===== src/rtl/cache_ctrl_nway.sv =====
// Controller FSM for a WAYS-way set-associative write-back cache.
// Outputs decode from the state register, so an async reset drops pmem requests immediately.
module cache_ctrl_nway #(
  parameter int WAYS        = 4,
  parameter int WRITE_ALLOC = 1,
  parameter int PERF_W      = 32
) (
  input  logic                      clk,
  input  logic                      rst,
  input  logic                      mem_read,
  input  logic                      mem_write,
  input  logic [WAYS-1:0]           hit_vec,
  input  logic [WAYS-1:0]           valid_vec,
  input  logic [WAYS-1:0]           dirty_vec,
  input  logic [$clog2(WAYS)-1:0]   plru_victim,
  input  logic                      pmem_resp,
  input  logic                      perf_clr,
  output logic [$clog2(WAYS)-1:0]   way_sel,
  output logic                      load_rdata,
  output logic                      data_we,
  output logic                      data_src,
  output logic                      tag_we,
  output logic                      valid_we,
  output logic                      dirty_we,
  output logic                      dirty_in,
  output logic                      lru_update,
  output logic                      mem_resp,
  output logic                      pmem_read,
  output logic                      pmem_write,
  output logic                      pmem_addr_sel,
  output logic                      pmem_wsrc,
  output logic [PERF_W-1:0]         hit_cnt,
  output logic [PERF_W-1:0]         miss_cnt,
  output logic [PERF_W-1:0]         wb_cnt
);
  localparam int WW = $clog2(WAYS);
  localparam bit NO_WALLOC = (WRITE_ALLOC == 0);

  localparam logic [2:0] S_CHECK   = 3'd0;
  localparam logic [2:0] S_RESP    = 3'd1;
  localparam logic [2:0] S_WB      = 3'd2;
  localparam logic [2:0] S_FILL    = 3'd3;
  localparam logic [2:0] S_INSTALL = 3'd4;
  localparam logic [2:0] S_WTHRU   = 3'd5;

  logic [2:0]    r_state;
  logic [WW-1:0] r_way_q;
  logic [WW-1:0] r_victim_q;
  logic          r_wr;

  logic          w_req;
  logic          w_hit;
  logic [WW-1:0] w_hit_idx;
  logic [WW-1:0] w_inv_idx;
  logic [WW-1:0] w_victim;
  logic          w_hit_ev;
  logic          w_miss_ev;
  logic          w_wb_ev;

  function automatic logic [WW-1:0] f_lowest(input logic [WAYS-1:0] v);
    f_lowest = '0;
    for (int i = WAYS - 1; i >= 0; i--) begin
      if (v[i]) f_lowest = WW'(i);
    end
  endfunction

  // Invalid ways are always preferred over evicting a live line.
  assign w_req     = mem_read | mem_write;
  assign w_hit     = |hit_vec;
  assign w_hit_idx = f_lowest(hit_vec);
  assign w_inv_idx = f_lowest(~valid_vec);
  assign w_victim  = (&valid_vec) ? plru_victim : w_inv_idx;

  assign w_hit_ev  = (r_state == S_CHECK) && w_req && w_hit;
  assign w_miss_ev = (r_state == S_CHECK) && w_req && !w_hit;
  assign w_wb_ev   = (r_state == S_WB) && pmem_resp;

  always_ff @(posedge clk or posedge rst) begin
    if (rst) begin
      r_state    <= S_CHECK;
      r_way_q    <= '0;
      r_victim_q <= '0;
      r_wr       <= 1'b0;
    end else begin
      case (r_state)
        S_CHECK: begin
          if (w_req) begin
            r_wr <= mem_write;
            if (w_hit) begin
              r_way_q <= w_hit_idx;
              r_state <= S_RESP;
            end else if (mem_write && NO_WALLOC) begin
              r_state <= S_WTHRU;
            end else begin
              r_victim_q <= w_victim;
              r_state    <= (valid_vec[w_victim] && dirty_vec[w_victim]) ? S_WB : S_FILL;
            end
          end
        end
        S_RESP:    r_state <= S_CHECK;
        S_WB:      if (pmem_resp) r_state <= S_FILL;
        S_FILL:    if (pmem_resp) r_state <= S_INSTALL;
        S_INSTALL: begin
          r_way_q <= r_victim_q;
          r_state <= S_RESP;
        end
        S_WTHRU:   if (pmem_resp) r_state <= S_CHECK;
        default:   r_state <= S_CHECK;
      endcase
    end
  end

  // Saturating counters; a clear overrides any same-cycle event.
  always_ff @(posedge clk or posedge rst) begin
    if (rst) begin
      hit_cnt  <= '0;
      miss_cnt <= '0;
      wb_cnt   <= '0;
    end else if (perf_clr) begin
      hit_cnt  <= '0;
      miss_cnt <= '0;
      wb_cnt   <= '0;
    end else begin
      if (w_hit_ev && (hit_cnt != '1))   hit_cnt  <= hit_cnt + PERF_W'(1);
      if (w_miss_ev && (miss_cnt != '1)) miss_cnt <= miss_cnt + PERF_W'(1);
      if (w_wb_ev && (wb_cnt != '1))     wb_cnt   <= wb_cnt + PERF_W'(1);
    end
  end

  always_comb begin
    way_sel       = '0;
    load_rdata    = 1'b0;
    data_we       = 1'b0;
    data_src      = 1'b0;
    tag_we        = 1'b0;
    valid_we      = 1'b0;
    dirty_we      = 1'b0;
    dirty_in      = 1'b0;
    lru_update    = 1'b0;
    mem_resp      = 1'b0;
    pmem_read     = 1'b0;
    pmem_write    = 1'b0;
    pmem_addr_sel = 1'b0;
    pmem_wsrc     = 1'b0;
    case (r_state)
      S_RESP: begin
        way_sel    = r_way_q;
        lru_update = 1'b1;
        mem_resp   = 1'b1;
        load_rdata = !r_wr;
        data_we    = r_wr;
        dirty_we   = r_wr;
        dirty_in   = r_wr;
      end
      S_WB: begin
        way_sel       = r_victim_q;
        pmem_write    = 1'b1;
        pmem_addr_sel = 1'b1;
      end
      S_FILL: begin
        way_sel   = r_victim_q;
        pmem_read = 1'b1;
      end
      S_INSTALL: begin
        way_sel  = r_victim_q;
        data_we  = 1'b1;
        data_src = 1'b1;
        tag_we   = 1'b1;
        valid_we = 1'b1;
        dirty_we = 1'b1;
      end
      S_WTHRU: begin
        pmem_write = 1'b1;
        pmem_wsrc  = 1'b1;
        mem_resp   = pmem_resp;
      end
      default: ;
    endcase
  end
endmodule


===== config.mk =====
export PLATFORM = sky130hd
export DESIGN_NAME = cache_ctrl_nway
export DESIGN_NICKNAME = d
export VERILOG_FILES = /design/src/rtl/cache_ctrl_nway.sv
export SDC_FILE = /design/constraint.sdc
export NUM_CORES = 1
export LEC_CHECK = 0
export ABC_AREA = 1
export CAP_MARGIN = 20
export CORE_MARGIN = 2
export CORE_UTILIZATION = 45
export CTS_BUF_LIST = sky130_fd_sc_hd__clkbuf_4 sky130_fd_sc_hd__clkbuf_8
export DETAILED_ROUTE_END_ITERATION = 10
export PLACE_DENSITY = 0.79
export SYNTH_ARGS = -nofsm -noshare
export SYNTH_HDL_FRONTEND = slang
export SYNTH_SLANG_ARGS = --single-unit

===== constraint.sdc =====
create_clock -name clk -period 3.2 [get_ports clk]
set_input_delay 0.32 -clock clk [delete_from_list [all_inputs] [get_ports clk]]
set_output_delay 0.32 -clock clk [all_outputs]
set_load 0.1 [all_outputs]

# Word level (Yosys, flattened, before mapping)
# Cells that the tools add are included.
classes:
  add_sub_neg: 3
  order_cmp: 1
  bitwise_logic: 3
  reduce_logical: 23
  n_eq_ne: 13
  muxes: 40
ops:
  columns: ["cell", "count"]
  rows:
  - ["$mux 32", 6]
  - ["$add 32x1->32 const B", 3]
  - ["$ne 32x32->1 const B", 3]
  - ["$mux 2", 12]
  - ["$pmux 3 s5", 1]
  - ["$mux 3", 4]
  - ["$mux 1", 11]
  - ["$ne 2x2->1 const B", 5]
  - ["$logic_and 1x1->1", 8]
  - ["$pmux 2 s2", 2]
  - ["$reduce_and 4->1", 2]
  - ["$reduce_bool 2->1", 4]
  - ["$eq 3x2->1 const B", 2]
  - ["$eq 3x3->1 const B", 2]
  - ["$reduce_and 3->1", 2]
  - ["$bmux 1 s2", 2]
  - ["$not 4->4", 1]
  - ["$pmux 1 s2", 2]
  - ["$reduce_or 4->1", 1]
  - ["$eq 3x1->1 const B", 1]
  - ["$logic_not 3->1", 1]
  - ["$lt 2x3->1 const B", 1]
  - ["$reduce_or 3->1", 1]
  - ["$logic_not 1->1", 2]
  - ["4 further kinds", 4]
word_totals:
  inputBits: 20
  output_inout_bits: 111
  elab_cells: 90
  register_bits: 104

# Logic depth before layout (Yosys ltp)
logic_depth:
  ltp_word: 13
  mapped_depth: 13

# Least setup slack after synthesis
# Ideal clock, no wire load.
synth_timing:
  path_kind: "register -> output"
  from: "reg r_state[2]"
  to: "out way_sel[0]"
  path_buffers: 0
  t_arrival_ns: 4.968
  setup_slack_ns: -2.088
  required_ns: 2.880
  stages_incl_launch_ff: 4
  cell_sequence: "dfrtp_1 -> nor3_1 -> nor2_1 -> o21ai_0"
synth_via:
  elab_chain_len: 3
synth_rtl:
  columns: ["element", "line_no", "source"]
  rows:
  - ["from (decl)", "46", "logic [2:0] r_state;"]
  - ["from (signal assigned)", "96", "r_state <= (valid_vec[w_victim] && dirty_vec[w_victim]) ? S_WB : S_FILL;"]
  - ["$eq 3x2->1 / $eq 3x3->1 (equally long branches)", "145", "case (r_state)"]
  - ["$reduce_or 3->1 (no line)", null, null]
  - ["$pmux 2 s2 *", "145", null]
  - ["to (decl)", "18", "output logic [$clog2(WAYS)-1:0] way_sel,"]
# Every way passes the cells marked *; elsewhere a longest branch is shown, timed or not.

# Worst setup path in the final report
layout_timing:
  from: "reg wb_cnt[0]"
  to: "reg wb_cnt[13]"
layout_via:
  elab_chain_len: 3
layout_rtl:
  columns: ["element", "line_no", "source"]
  rows:
  - ["from (decl)", "34", "output logic [PERF_W-1:0] wb_cnt"]
  - ["from (signal assigned)", "126", "if (w_wb_ev && (wb_cnt != '1)) wb_cnt <= wb_cnt + PERF_W'(1);"]
  - ["$add 32x1->32 / $ne 32x32->1 (equally long branches)", "126", null]
  - ["$mux 32 / $logic_and 1x1->1 (equally long branches)", "126", null]
  - ["$mux 32 / $reduce_bool 2->1 (equally long branches)", null, null]
# Parallel ways exist; a longest one is shown, timed or not. The select of a mux whose other input is x is not followed.
# A chain may end at the register's enable or synchronous reset.

==> parameters.txt <==
Parameter                              Value

Placed design
  Final weighted congestion in routability-driven placement ... 0.949
  Quantity of I/O buffers inserted on ports ... 130
  Final HPWL from detailed placement ... 15400 um

Timing
  Worst slew margin ... 31.8%
  Setup TNS ... 0 ns
  Worst setup skew after layout ... 0.0172 ns
  Final Max Slew Viols ... 0
  Final worst path period need ... 2.42 ns
  Transition time at the pin with the least slew margin ... 1.02 ns
  Final count of negative-setup-slack endpoints ... 0
  Count of final hold-check violations ... 0
  Achievable frequency ... 0.413 GHz
  Part of the cycle the worst path needs ... 75.7%
  Unrepaired setup endpoints after global routing ... false

Clock network
  Clock Tree Root ... sky130_fd_sc_hd__clkbuf_8
  Clk Latency, worst-skew pair ... 0.39 ns
  Hold-fix buffer count after cts ... 0
  CTS max path bufs ... 2
  TritonCTS clock tree ... built
  Clock transition at the register clock pins on the worst setup and hold paths after CTS ... 0.10 ns
  Number of resized instances in the post-cts repair step ... 0
  Maximum level of the CTS H-tree ... 3
  Post-CTS repair timing setup buffer count ... 0
  Inserted Clock Buffers ... 9
  CTS sink cnt ... 104

Route
  Count of unresolved DRC violations after routing ... 0
  Vias/cell ... 5.21
  First DRT Iteration DRCs ... 593
  Drt wl/cell ... 13.9 um
  Total wirelength of the detailed-routed design ... 20500 um
  Via total after detailed routing ... 7654
  DRT Pass-1 Iters ... 5
  Post-route antenna net violation count ... 0

Critical path
  Required time at the endpoint of the critical path ... 3.44 ns
  Number of cells on the worst reg-to-reg path ... 10
  End of the worst register-to-register path ... wb_cnt[13]
  Maximum fanout along the worst path ... 34
  Type of origin of the critical path ... register
  Worst Path Class, Setup ... register to register
  CP startpoint ... wb_cnt[0]
  Reg-to-reg critical path startpoint ... wb_cnt[0]
  CP Capture Type ... register
  Slack of the worst reg-to-reg path ... 0.78 ns
  Worst path arrival time ... 2.66 ns

Power and ir drop
  Total power of the final layout ... 0.00351 W
  Max VDD drop ... 1300 uV
  Leakage power ... 3.72 nW
  Cell area power density ... 397 nW/um2

Global route
  Aggregate global-route resource usage ... 24.1%
  Vias in the first global route ... 6739
  Wire length of the first global-routing pass ... 32700 um
  Total congestion overflow ... 0
  Largest net degree at the start of global routing ... 49
  Antenna violations before repair ... 0

Finish
  Number of inserted diodes ... 0
  Final cell utilization of the core ... 56.1%
  Layout overhead on the synthesized area ... 22.6%
  Net count reported at finish ... 1272
  Number of fill cells ... 1564
  Fraction of final layout cells with drive strength greater than 1 ... 5.98%

Synthesis
  Warnings from Yosys ... 0
  Cell types with the largest area share after synthesis ... sky130_fd_sc_hd__dfrtp_1 (36%), sky130_fd_sc_hd__nand2_1 (19%), sky130_fd_sc_hd__nand3_1 (9.2%), sky130_fd_sc_hd__nor2_1 (8.3%), sky130_fd_sc_hd__inv_1 (6.4%)
  Async set-or-reset flop fraction in the synthesized netlist ... 100%
  Most common cell in the synthesized netlist ... sky130_fd_sc_hd__nand2_1
  Top flip-flop cell by instance count after synthesis ... sky130_fd_sc_hd__dfrtp_1
  Leading area contributor after synthesis ... sky130_fd_sc_hd__dfrtp_1
  Syn_nets ... 1155
  Number of flip-flops and latches in the synthesized netlist ... 104
  Fraction of the yosys area taken by sequential cells ... 36.1%
  Cell variety after synth ... 30
  Number of enable-type register cells in the synthesized netlist ... 0
  Synthesized area per cell ... 6.38 um2
  Synth Instances ... 1132
  Top cells by count, synth ... sky130_fd_sc_hd__nand2_1 (370), sky130_fd_sc_hd__nor2_1 (159), sky130_fd_sc_hd__nand3_1 (133)
  Proportion of netlist area held by the largest area contributor ... 36.1%
  Post-Synthesis Cell Area ... 7220 um2

Min path
  Type of the worst min-delay path ... primary input to async pin

Floorplan
  Die boundary width ... 131 um
  Die extent in y ... 131 um
  Rows ... 46
  Core Region ... 15800 um2
  Initial standard-cell utilization of the core ... 45.8%
  Die outline area ... 17100 um2
  Number of primary I/O pins ... 131

Flow run
  Max cap viols ... 0

Status
  Status ... finished clean
layout make-up:
class | instances | area, um2 | share of cell area [%]
repair buffers | 137 | 1310 | 14.8
multi-input cells | 869 | 3980 | 45.0
flip-flops and latches | 104 | 2600 | 29.4
clock buffers | 11 | 145 | 1.64
clock inverters | 5 | 56.3 | 0.636
well taps | 216 | 270 | 3.06
inverters | 128 | 483 | 5.46
logic make-up (layout without fill, tap and decap cells):
family	Yosys count	count (layout)	synth area share (%)
compound gates	76	76	5.44
xor+xnor	37	37	4.49
fa+ha+maj	3	3	0.520
buf+inv	159	281	9.10
flops	104	104	36.1
mux	1	1	0.139
simple gates	752	752	44.3
cell usage in the layout, fill, tap and decap left out, types with 11 or more instances in the layout:
| cell | count |
|---|---|
| sky130_fd_sc_hd__o21ai_1 | 11 |
| sky130_fd_sc_hd__inv_1 | 122 |
| sky130_fd_sc_hd__o21ai_0 | 57 |
| sky130_fd_sc_hd__nand4_1 | 22 |
| sky130_fd_sc_hd__dfrtp_1 | 104 |
| sky130_fd_sc_hd__buf_4 | 26 |
| sky130_fd_sc_hd__nand2_1 | 370 |
| sky130_fd_sc_hd__xnor2_1 | 15 |
| sky130_fd_sc_hd__clkdlybuf4s50_1 | 111 |
| sky130_fd_sc_hd__xor2_1 | 22 |
| sky130_fd_sc_hd__nor2_1 | 156 |
| sky130_fd_sc_hd__nor3_1 | 46 |
| sky130_fd_sc_hd__nand3_1 | 133 |
report_power, final:
part           switching [W]  leakage [nW]  internal [W]
Sequential         0.0000459          1.44       0.00136
Clock               0.000494         0.103      0.000392
Combinational       0.000984          2.17      0.000230
worst max-delay path by stage:
stage / slack (ns) / cells past startpoint / endpoint
6_report: 0.78 / 10 / wb_cnt[13]
5_1_grt: 0.52 / 10 / hit_cnt[23]
4_1_cts: 0.77 / 10 / hit_cnt[23]
3_5_place_dp: 0.77 / 9 / hit_cnt[23]
3_3_place_gp: 0.80 / 10 / miss_cnt[19]
2_1_floorplan: -0.42 / 3 / way_sel[0]
flip-flops by register name, indices dropped and copies added, names as in the netlist:
name	count
hit_cnt	32
miss_cnt	32
r_state	3
r_victim_q	2
r_way_q	2
r_wr	1
wb_cnt	32
critical path: stages, from the launching register on:
cell                      delay, ns
sky130_fd_sc_hd__dfrtp_1       0.50
sky130_fd_sc_hd__ha_1          0.35
sky130_fd_sc_hd__nand3_2       0.18
sky130_fd_sc_hd__inv_1         0.15
sky130_fd_sc_hd__nand2_2       0.10
sky130_fd_sc_hd__nor2_4        0.13
sky130_fd_sc_hd__nand2_1       0.10
sky130_fd_sc_hd__nand2_1       0.09
sky130_fd_sc_hd__nand2_1       0.08
sky130_fd_sc_hd__inv_2         0.42
sky130_fd_sc_hd__o21ai_0       0.18
stage by stage:
stage	hold WS, ns	instance area, um2	setup WS (ns)	cells
2_1_floorplan	0.430	7240	-0.419	1132
3_3_place_gp	0.474	8640	0.802	1454
3_5_place_dp	0.485	8640	0.771	1454
4_1_cts	0.366	8850	0.773	1470
5_1_grt	0.396	8850	0.521	1470
6_report	0.344	8850	0.779	1470
routing by layer:
metal | part of all wire (%) | vias up | track usage (%)
met1 | 46 | 3513 | 33.8
li1 | - | 3835 | -
met5 | 0 | - | 0
met4 | 2.1 | 0 | 8.76
met2 | 46 | 269 | 38.3
met3 | 6.5 | 37 | 3.42
No activity file was read; power rests on OpenSTA's default activity.
==> RTL change, RTL diff (same settings) <==
Make the reset (`rst`) synchronous in 2 clocked blocks. Comments in the files are not updated.
--- a/src/rtl/cache_ctrl_nway.sv
+++ b/src/rtl/cache_ctrl_nway.sv
@@ -75,7 +75,7 @@
   assign w_miss_ev = (r_state == S_CHECK) && w_req && !w_hit;
   assign w_wb_ev   = (r_state == S_WB) && pmem_resp;
 
-  always_ff @(posedge clk or posedge rst) begin
+  always_ff @(posedge clk) begin
     if (rst) begin
       r_state    <= S_CHECK;
       r_way_q    <= '0;
@@ -111,7 +111,7 @@
   end
 
   // Saturating counters; a clear overrides any same-cycle event.
-  always_ff @(posedge clk or posedge rst) begin
+  always_ff @(posedge clk) begin
     if (rst) begin
       hit_cnt  <= '0;
       miss_cnt <= '0;
Check against the original RTL: differs if rst is asserted again (counterexample within 4 cycles, from zero or initial values and one cycle with rst high); with rst held inactive, the same outputs for 10 cycles.
==> RTL change against the unedited design <==
  * Sequential cell count stayed put
  * Design area is 13% lower
  * Sequential share of layout area is 2.5 points lower
  * Area after synthesis is 15% lower
  * Setup slack better by 0.031 ns
  * Global-route usage is 0.71 points lower
  * Routed wire length is 18% lower
  * Register-to-register slack better by 0.07 ns
  * Non-clock buffer count is 3 lower
Power is not compared: it rests on default switching activity, and its combinational part moved more than twofold at a synthesized area within 25%.
==> RTL change: results (changes against the unedited design) <==
| Metric | Value |
|---|---|
| Total Nets Final | 1096 (-14%) |
| Met2 Track Usage GR | 35.88% (-2.4 points) |
| Non-clk buf share | 16.68% (+1.9 points) |
| Layout cells sized above 1 | 7.885% (+1.9 points) |
| Vias in the first global route | 5934 (-12%) |
| Vias per cell | 5.215 (+0.15%) |
| Ys async rst share | 0% (-100 points) |
| Sequential cell area share | 26.95% (-2.5 points) |
| First-pass GRT wire length | 27.90 mm (-15%) |
| DR vias | 6539 (-15%) |
| Compound-Gate Fraction of Synth Area | 11.33% (+5.9 points) |
| Metal3 WL | 1.164 mm (-13%) |
| Non-CTS inverters | 114 (-11%) |
| Final Power | 2.438 mW |
| Delay-heaviest family, CP | buffers and inverters |
| Routability Congestion | 0.9989 (+5.3%) |
| Met1 Routed Length | 7.828 mm (-16%) |
| Detailed Route WL | 16.83 mm (-18%) |
| Avg Synthesized Cell Area | 6.469 sq um (+1.4%) |
| Placed Area | 7543 sq um (-13%) |
| Met1 Resource Use GR | 32.50% (-1.3 points) |
| Outcome | complete, no violations |
| Slowest cell on the critical path | clkdlybuf4s50_1 |
| Adder-Cell Fraction of Synth Area | 0.6089% (+0.089 points) |
| Syn Nets | 976 (-15%) |
| HPWL after DPL | 12.97 mm (-16%) |
| Library cells used by synthesis | 34 (+13%) |
| Critical Path Max Stage Delay | 1.20 ns (+0.70 ns) |
| Seq/Total Area, Yosys | 33.77% (-2.3 points) |
| #MultiIn Comb | 710 (-18%) |
## RTL change: changes by cell type after synthesis, moves of 7 or more
| cell | before | now |
|---|---|---|
| a21oi_1 | 2 | 81 |
| xor2_1 | 22 | 29 |
| dfxtp_1 | 0 | 104 |
| dfrtp_1 | 104 | 0 |
| nor4_1 | 0 | 11 |
| inv_1 | 123 | 108 |
| nor2_1 | 159 | 105 |
| nand3_1 | 133 | 42 |
| nand2_1 | 370 | 272 |
| buf_1 | 8 | 0 |
| o21ai_0 | 60 | 39 |
## RTL change: worst paths after layout
check                            from                      end  slack (ns)  cells past startpoint
max          hit_cnt[17]$_SDFFE_PP0P_              hit_cnt[17]        0.81                      1
min reg2reg   r_way_q[0]$_SDFFE_PP0P_  r_way_q[0]$_SDFFE_PP0P_        0.49                      2
max reg2reg   hit_cnt[1]$_SDFFE_PP0P_  hit_cnt[3]$_SDFFE_PP0P_        0.85                     11
min           r_way_q[0]$_SDFFE_PP0P_  r_way_q[0]$_SDFFE_PP0P_        0.49                      2
